$ cat config.mk
export PLATFORM = sky130hd
export DESIGN_NAME = max_select_accumulator
export DESIGN_NICKNAME = d
export VERILOG_FILES = /design/src/rtl/max_select_accumulator.sv
export SDC_FILE = /design/constraint.sdc
export NUM_CORES = 1
export LEC_CHECK = 0
export CORE_ASPECT_RATIO = 2
export CORE_MARGIN = 5
export CORE_UTILIZATION = 62
export DETAILED_ROUTE_END_ITERATION = 10
export PLACE_DENSITY_LB_ADDON = 0.08
export SLEW_MARGIN = 40
export SYNTH_ARGS = -nofsm -noshare
export SYNTH_HDL_FRONTEND = slang
export SYNTH_SLANG_ARGS = --single-unit
$ cat constraint.sdc
create_clock -name clock -period 7 [get_ports clock]
set_input_delay 1.05 -clock clock [delete_from_list [all_inputs] [get_ports clock]]
set_output_delay 1.05 -clock clock [all_outputs]
set_load 0.01 [all_outputs]
$ cat src/rtl/max_select_accumulator.sv
// max_select_accumulator: three-stage pipeline that picks the max (mode=0) or min (mode=1) of
// CH packed signed channels per accepted beat and adds it into a saturating frame accumulator.
// After LEN accumulated samples the frame sum is published on result/sat with a done pulse.
//
// Ports:
//   clock    - sole clock, rising edge
//   reset    - asynchronous active-high reset
//   in_valid - in_data/mode hold a sample this cycle
//   in_data  - CH packed signed N-bit channels, channel i at [i*N +: N]
//   mode     - 0 = select max channel, 1 = select min channel
//   clear    - synchronous frame abort (flushes pipeline, keeps result/sat)
//   result   - signed saturated sum of the last completed frame
//   done     - one-cycle pulse when result/sat update
//   sat      - last completed frame clamped at least once
//   count    - samples accumulated in the current frame (0..LEN-1)
module max_select_accumulator #(
   parameter int unsigned N     = 4,
   parameter int unsigned CH    = 4,
   parameter int unsigned ACC_W = 20,
   parameter int unsigned LEN   = 8
) (
   input  logic                         clock,
   input  logic                         reset,
   input  logic                         in_valid,
   input  logic [CH*N-1:0]              in_data,
   input  logic                         mode,
   input  logic                         clear,
   output logic [ACC_W-1:0]             result,
   output logic                         done,
   output logic                         sat,
   output logic [$clog2(LEN+1)-1:0]     count
);

   localparam int unsigned CW = $clog2(LEN + 1);
   localparam logic [ACC_W-1:0] AccMax = {1'b0, {(ACC_W-1){1'b1}}};
   localparam logic [ACC_W-1:0] AccMin = {1'b1, {(ACC_W-1){1'b0}}};

   // Stage 1: captured beat
   logic              s1_valid_q, s1_valid_d;
   logic [CH*N-1:0]   s1_data_q, s1_data_d;
   logic              s1_mode_q, s1_mode_d;
   // Stage 2: selected channel value
   logic              s2_valid_q, s2_valid_d;
   logic [N-1:0]      s2_val_q, s2_val_d;
   // Stage 3: frame accumulator and published result
   logic [ACC_W-1:0]  acc_q, acc_d;
   logic [CW-1:0]     count_q, count_d;
   logic              ovf_q, ovf_d;
   logic [ACC_W-1:0]  result_q, result_d;
   logic              sat_q, sat_d;
   logic              done_q, done_d;

   logic signed [N-1:0] best;
   logic signed [N-1:0] cand;
   logic [ACC_W:0]      sum_ext;
   logic                clamp;
   logic [ACC_W-1:0]    sat_sum;
   logic                last;

   always_comb begin
      s1_valid_d = in_valid & ~clear;
      s1_data_d  = in_valid ? in_data : s1_data_q;
      s1_mode_d  = in_valid ? mode : s1_mode_q;
   end

   // Strict compare keeps the earliest channel on ties.
   always_comb begin
      best = $signed(s1_data_q[N-1:0]);
      cand = best;
      for (int i = 1; i < int'(CH); i++) begin
         cand = $signed(s1_data_q[i*N +: N]);
         if (s1_mode_q ? (cand < best) : (cand > best)) begin
            best = cand;
         end
      end
      s2_valid_d = s1_valid_q & ~clear;
      s2_val_d   = s1_valid_q ? best : s2_val_q;
   end

   // One extra bit of headroom; overflow shows as disagreement of the top two bits.
   always_comb begin
      sum_ext = {acc_q[ACC_W-1], acc_q} + {{(ACC_W+1-N){s2_val_q[N-1]}}, s2_val_q};
      clamp   = sum_ext[ACC_W] ^ sum_ext[ACC_W-1];
      if (clamp) begin
         sat_sum = sum_ext[ACC_W] ? AccMin : AccMax;
      end else begin
         sat_sum = sum_ext[ACC_W-1:0];
      end
      last = (count_q == CW'(LEN - 1));
   end

   always_comb begin
      acc_d    = acc_q;
      count_d  = count_q;
      ovf_d    = ovf_q;
      result_d = result_q;
      sat_d    = sat_q;
      done_d   = 1'b0;
      if (clear) begin
         acc_d   = '0;
         count_d = '0;
         ovf_d   = 1'b0;
      end else if (s2_valid_q) begin
         if (last) begin
            result_d = sat_sum;
            sat_d    = ovf_q | clamp;
            done_d   = 1'b1;
            acc_d    = '0;
            count_d  = '0;
            ovf_d    = 1'b0;
         end else begin
            acc_d   = sat_sum;
            count_d = count_q + CW'(1);
            ovf_d   = ovf_q | clamp;
         end
      end
   end

   always_ff @(posedge clock or posedge reset) begin
      if (reset) begin
         s1_valid_q <= 1'b0;
         s1_data_q  <= '0;
         s1_mode_q  <= 1'b0;
         s2_valid_q <= 1'b0;
         s2_val_q   <= '0;
         acc_q      <= '0;
         count_q    <= '0;
         ovf_q      <= 1'b0;
         result_q   <= '0;
         sat_q      <= 1'b0;
         done_q     <= 1'b0;
      end else begin
         s1_valid_q <= s1_valid_d;
         s1_data_q  <= s1_data_d;
         s1_mode_q  <= s1_mode_d;
         s2_valid_q <= s2_valid_d;
         s2_val_q   <= s2_val_d;
         acc_q      <= acc_d;
         count_q    <= count_d;
         ovf_q      <= ovf_d;
         result_q   <= result_d;
         sat_q      <= sat_d;
         done_q     <= done_d;
      end
   end

   assign result = result_q;
   assign sat    = sat_q;
   assign done   = done_q;
   assign count  = count_q;

endmodule

* After elaboration in Yosys (flattened, before gate mapping)
Cells that the tools add are included.
** Storage, ports and cells
- Output and inout port bits :: 26
- RAM bits :: 0
- Memories :: 0
- Bits of input ports :: 21
- Latch bits :: 0
- Bits in registers :: 70
- Bits in read-only memories :: 0
- Word-level logic and storage cells :: 47
** Operators by class
- Muxes and demuxes :: 20
- Add/subtract/negate cells :: 2
- Multipliers :: 0
- Shifts and indexed selects :: 0
- $lt $le $gt $ge :: 6
- Eq/ne operators :: 1
- Bitwise logic cells :: 5
- Div/mod/pow operators :: 0
- Reduce and logical (&&, ||, !) cells :: 2
** Operator list (count)
- two-way mux 20 bit :: 5
- two-way mux 4 bit :: 6
- adder 20 x 4 -> 21 bit :: 1
- > comparator 4 bit :: 3
- < comparator 4 bit :: 3
- two-way mux 1 bit :: 9
- adder 4 x 1 -> 4 bit, second input constant :: 1
- == test 4 x 3 -> 1 bit, second input constant :: 1
- AND reduction 3 bit :: 1
- AND 1 bit :: 2
- nonzero test 2 bit :: 1
- NOT 1 bit :: 1
- bitwise OR 1 bit :: 1
- bitwise XOR 1 bit :: 1

* Depth between registers and ports, before layout
- Word-level depth :: 9
- Depth in mapped cells :: 27
- Gate-level depth less buffers :: 26

* Least setup slack after synthesis
OpenSTA, ideal clock, no wires.
- Kind :: flip-flop to flip-flop
- Start point :: reg s1_data_q[1]
- End point :: reg s2_val_q[2]
- Period minus slack after synthesis :: 4.713 ns
- Library setup time :: 0.082 ns
- Path slack :: 2.287 ns
- Arrival :: 4.631 ns
- Buffers on the path :: 0
- Stages on the path, launching flop included :: 22
- Data required time :: 6.918 ns
- Cells stage by stage :: dfrtp_1 -> inv_1 -> ha_1 -> nor2b_1 -> o2111a_1 -> a41o_2 -> nor2_4 -> o21ai_0 -> ha_1 -> nor2b_1 -> or2_2 -> o221ai_1 -> a21oi_4 -> and3_1 -> o21a_1 -> or2_2 -> ha_1 -> o21ai_0 -> a31oi_1 -> mux2_2 -> or3_1 -> a31oi_1
** On the way
- Cells in the longest elaborated chain, start to end :: 9
- Elaborated cells between the ends (all ways) :: 12
- Those cells by class :: 6 x order compare; 6 x mux
** RTL lines
- from (decl) :: RTL line 40 : logic [CH*N-1:0] s1_data_q, s1_data_d;
- from (signal assigned) :: RTL line 134 : s1_data_q <= s1_data_d;
- > comparator 4 bit / < comparator 4 bit (equally long branches) :: RTL line 72 : if (s1_mode_q ? (cand < best) : (cand > best)) begin
- two-way mux 1 bit :: RTL line 72
- two-way mux 4 bit (*) :: RTL line 72
- > comparator 4 bit / < comparator 4 bit (equally long branches) :: RTL line 72
- two-way mux 1 bit :: RTL line 72
- two-way mux 4 bit (*) :: RTL line 72
- > comparator 4 bit / < comparator 4 bit (equally long branches) :: RTL line 72
- two-way mux 1 bit :: RTL line 72
- two-way mux 4 bit (*) :: RTL line 72
- to (signal assigned) :: RTL line 137 : s2_val_q <= s2_val_d;
- to (decl) :: RTL line 44 : logic [N-1:0] s2_val_q, s2_val_d;
Every way passes the cells marked *; elsewhere a longest branch is shown, timed or not.
A chain may end at the register's enable or synchronous reset.

* Worst setup path in the final report
- Start point :: reg s1_data_q[2]
- End point :: reg s2_val_q[2]
Same word-level chain as after synthesis.

==> metrics <==
outcome=finished clean; maxcap violations=0; Min-Delay Endpoint=sat; ys flop type=dfrtp_1; Pleak=2.46 nW; Die Y=128 µm; first-pass GRT wire length=18200 µm; maximum vdd drop=0.245 mV; DR vias=3605; Max Clk Rate=0.184 GHz; ant diodes=0; power density cells=354 nW/µm²; kind of critical path=reg -> reg; die area=8890 µm²; Synth top area share=40.3%; Cell Area, Synth=4350 µm²; initial antenna violation count=0; slew margin rel.=50.4%; critical path launch point type=flop; drt total wl=11000 µm; Final Hold Violating Endpoints=0; CTS tree=done; clk_skew=0.00833 ns; critical hold path startpoint=sat; Total GRT Usage=26.1%; Worst-Margin Slew=0.744 ns; Final Worst Setup Slack=1.58 ns; post-CTS setup buffer count=0; starting density of the core=63.1%; Flop pwr share=27.3%; Worst R2R Setup Slack=1.58 ns; Final Max Slew Viols=0; Worst Path Max Fanout=7; DRT Pass-1 Iters=6; clk sinks=70; DRC errors left=0; Placeable Area=6890 µm²; FF/Latch Area=1750 µm²; hold path cells=2; RSZ-0062 raised after global routing=false; switching part of the total=40.3%; Via density=6.13; Die W=69.2 µm; minimum clock period=5.42 ns; clk_lat worst skew=0.34 ns; layout cell share with drive strength beyond 1=10.2%; Synth area leader=dfrtp_1; Post-synth ARST share=100%; H-Tree Depth=3; cts hold-fix bufs=0; Clk pin slew, worst setup/hold paths=0.06 ns; Iteration-0 DRC Markers=246; Final setup viols=0; footprint of the multi-input gates=2460 µm²; Comb pwr share=45.0%; Final period util=77.5%; grt ovf=0; CTS Root Cell=clkbuf_16; Syn Inst Count=452; Critical Path End Type=flop; number of flops mapped to enable cells by yosys=0; GPL Wtd Cong=0.858; post-CTS resize count=0; dpl ws=1.79 ns; R2R Path End=s2_val_q[2]; area grow syn2layout=19.6%; Post-Route Setup TNS=0 ns; post-DR wirelength/cell=18.6 µm; vias in the first global route=3953; worst reg2reg path depth=22; post-route ant nets=0; CTS Buffer Depth=2; CP required=7.25 ns; IO Count=47; Switching Power=742 µW; Final Net Count=550; flops & latches, synth=70; sequential fraction of the synthesis area=40.3%; Critical Path AT=5.67 ns; worst min-delay path class=reg -> reg; Clock Power Share=27.7%; port buffer count=46; Netlist cell types=62; CTS Buf Count=9; Avg Synthesized Cell Area=9.62 µm²; fillers=513; largest net degree at the start of global routing=71; internal power=1.10 mW; r2r startpoint=s1_data_q[2]; largest cells by area after synthesis=dfrtp_1 (40%), ha_1 (9.5%), o21ai_0 (6.2%), mux2_2 (5.4%), nand2_1 (4.1%); dpl hpwl=8060 µm; Ys Warns=0; Site Rows=43; syn_nets=507
==> worst max-delay path, cell delays in order, from the launching register on <==
cell and delay [ns]:
dfrtp_1 0.42, inv_1 0.08, ha_1 0.34, a41o_1 0.27, o22ai_1 0.41, nor2_4 0.08
o21ai_0 0.37, ha_1 0.28, nor2b_1 0.18, nor2_1 0.05, o21ai_0 0.08, o221ai_1 0.20
a21oi_4 0.32, a41oi_4 0.10, a211oi_1 0.32, o21ai_1 0.17, ha_1 0.32, nor2b_1 0.11
o21ai_0 0.08, a31oi_1 0.21, mux2_2 0.41, or3_1 0.33, a31oi_1 0.19
==> per-layer routing <==
| layer | vias to the layer above | share of wire (%) | global-route usage [%] |
|---|---|---|---|
| li1 | 1708 | - | - |
| met1 | 1754 | 35 | 24.5 |
| met2 | 95 | 57 | 50.2 |
| met3 | 48 | 3.0 | 5.32 |
| met4 | 0 | 5.2 | 16.0 |
| met5 | - | 0 | 0 |
==> layout make-up <==
class                   instances  area share (%)
clock buffers                   9            4.33
clock inverters                 5            1.92
inverters                      20            1.44
multi-input cells             346            47.3
flip-flops and latches         70            33.7
well taps                      90            2.17
repair buffers                 48            9.12
==> power groups by stage <==
stage | Sequential (mW) | Combinational (mW) | Clock (mW)
3_5_place_dp | 0.509 | 0.811 | 0
2_1_floorplan | 0.489 | 0.632 | 0
5_1_grt | 0.510 | 0.919 | 0.532
6_report | 0.502 | 0.830 | 0.510
3_3_place_gp | 0.507 | 0.782 | 0
4_1_cts | 0.502 | 0.824 | 0.516
==> worst max path at each step <==
stage                      start          end  cells past startpoint
finish              s1_data_q[2]  s2_val_q[2]                     22
global placement    s1_data_q[2]  s2_val_q[2]                     21
global route        s1_data_q[2]  s2_val_q[2]                     22
CTS                 s1_data_q[2]  s2_val_q[2]                     22
floorplan           s1_data_q[1]  s2_val_q[2]                     21
detailed placement  s1_data_q[2]  s2_val_q[2]                     23
==> synthesized netlist by cell type, drive strengths merged (2+ instances only) <==
master / n
nor2: 32
o21a: 3
o31ai: 4
a41o: 2
nand2: 48
mux2i: 5
mux2: 21
clkbuf: 11
nor4: 2
dfrtp: 70
a22o: 13
ha: 33
nand3: 3
nor2b: 11
a21o: 11
or2: 3
o211ai: 2
nand2b: 9
o21ai: 58
o221ai: 4
xor2: 17
xnor2: 7
or3: 2
a211oi: 2
a41oi: 3
buf: 5
inv: 19
o2111a: 2
a21oi: 19
a31oi: 10
==> metrics by stage <==
stage	total power [mW]	cells	utilization, %	area (µm²)	hold WS, ns
6_report	1.84	588	75.5	5200	0.478
5_1_grt	1.96	588	75.5	5200	0.520
4_1_cts	1.84	588	75.5	5200	0.483
3_5_place_dp	1.32	574	70.8	4870	0.471
3_3_place_gp	1.29	574	70.7	4870	0.458
2_1_floorplan	1.12	452	-	4350	0.454
==> kinds of logic (layout without fill, tap and decap cells) <==
group | count (synthesis) | in the layout | share of synthesized area (%)
AND/OR/NAND/NOR | 118 | 118 | 12.7
AO/OA/AOI/OAI | 144 | 144 | 22.3
flip-flops | 70 | 70 | 40.3
multiplexers | 26 | 26 | 6.68
XOR/XNOR | 24 | 24 | 4.84
adder cells (fa/ha/maj) | 34 | 34 | 9.96
buffers and inverters | 36 | 82 | 3.25
==> placed cells by master, fill, tap and decap left out, types with 13 or more instances in the layout <==
master           count
nor2_1              30
ha_1                33
clkdlybuf4s50_1     45
o21ai_0             54
dfrtp_1             70
xor2_1              17
a21oi_1             18
inv_1               18
nand2_1             48
a22o_1              13
mux2_2              21
==> sequential cells by signal (all words and copies together) (netlist names) <==
signal / flops
sat: 1
s1_data_q: 16
count: 4
done: 1
result: 20
s2_valid_q: 1
ovf_q: 1
s1_mode_q: 1
s2_val_q: 4
s1_valid_q: 1
acc_q: 20
Power figures use the tool's default switching activity.
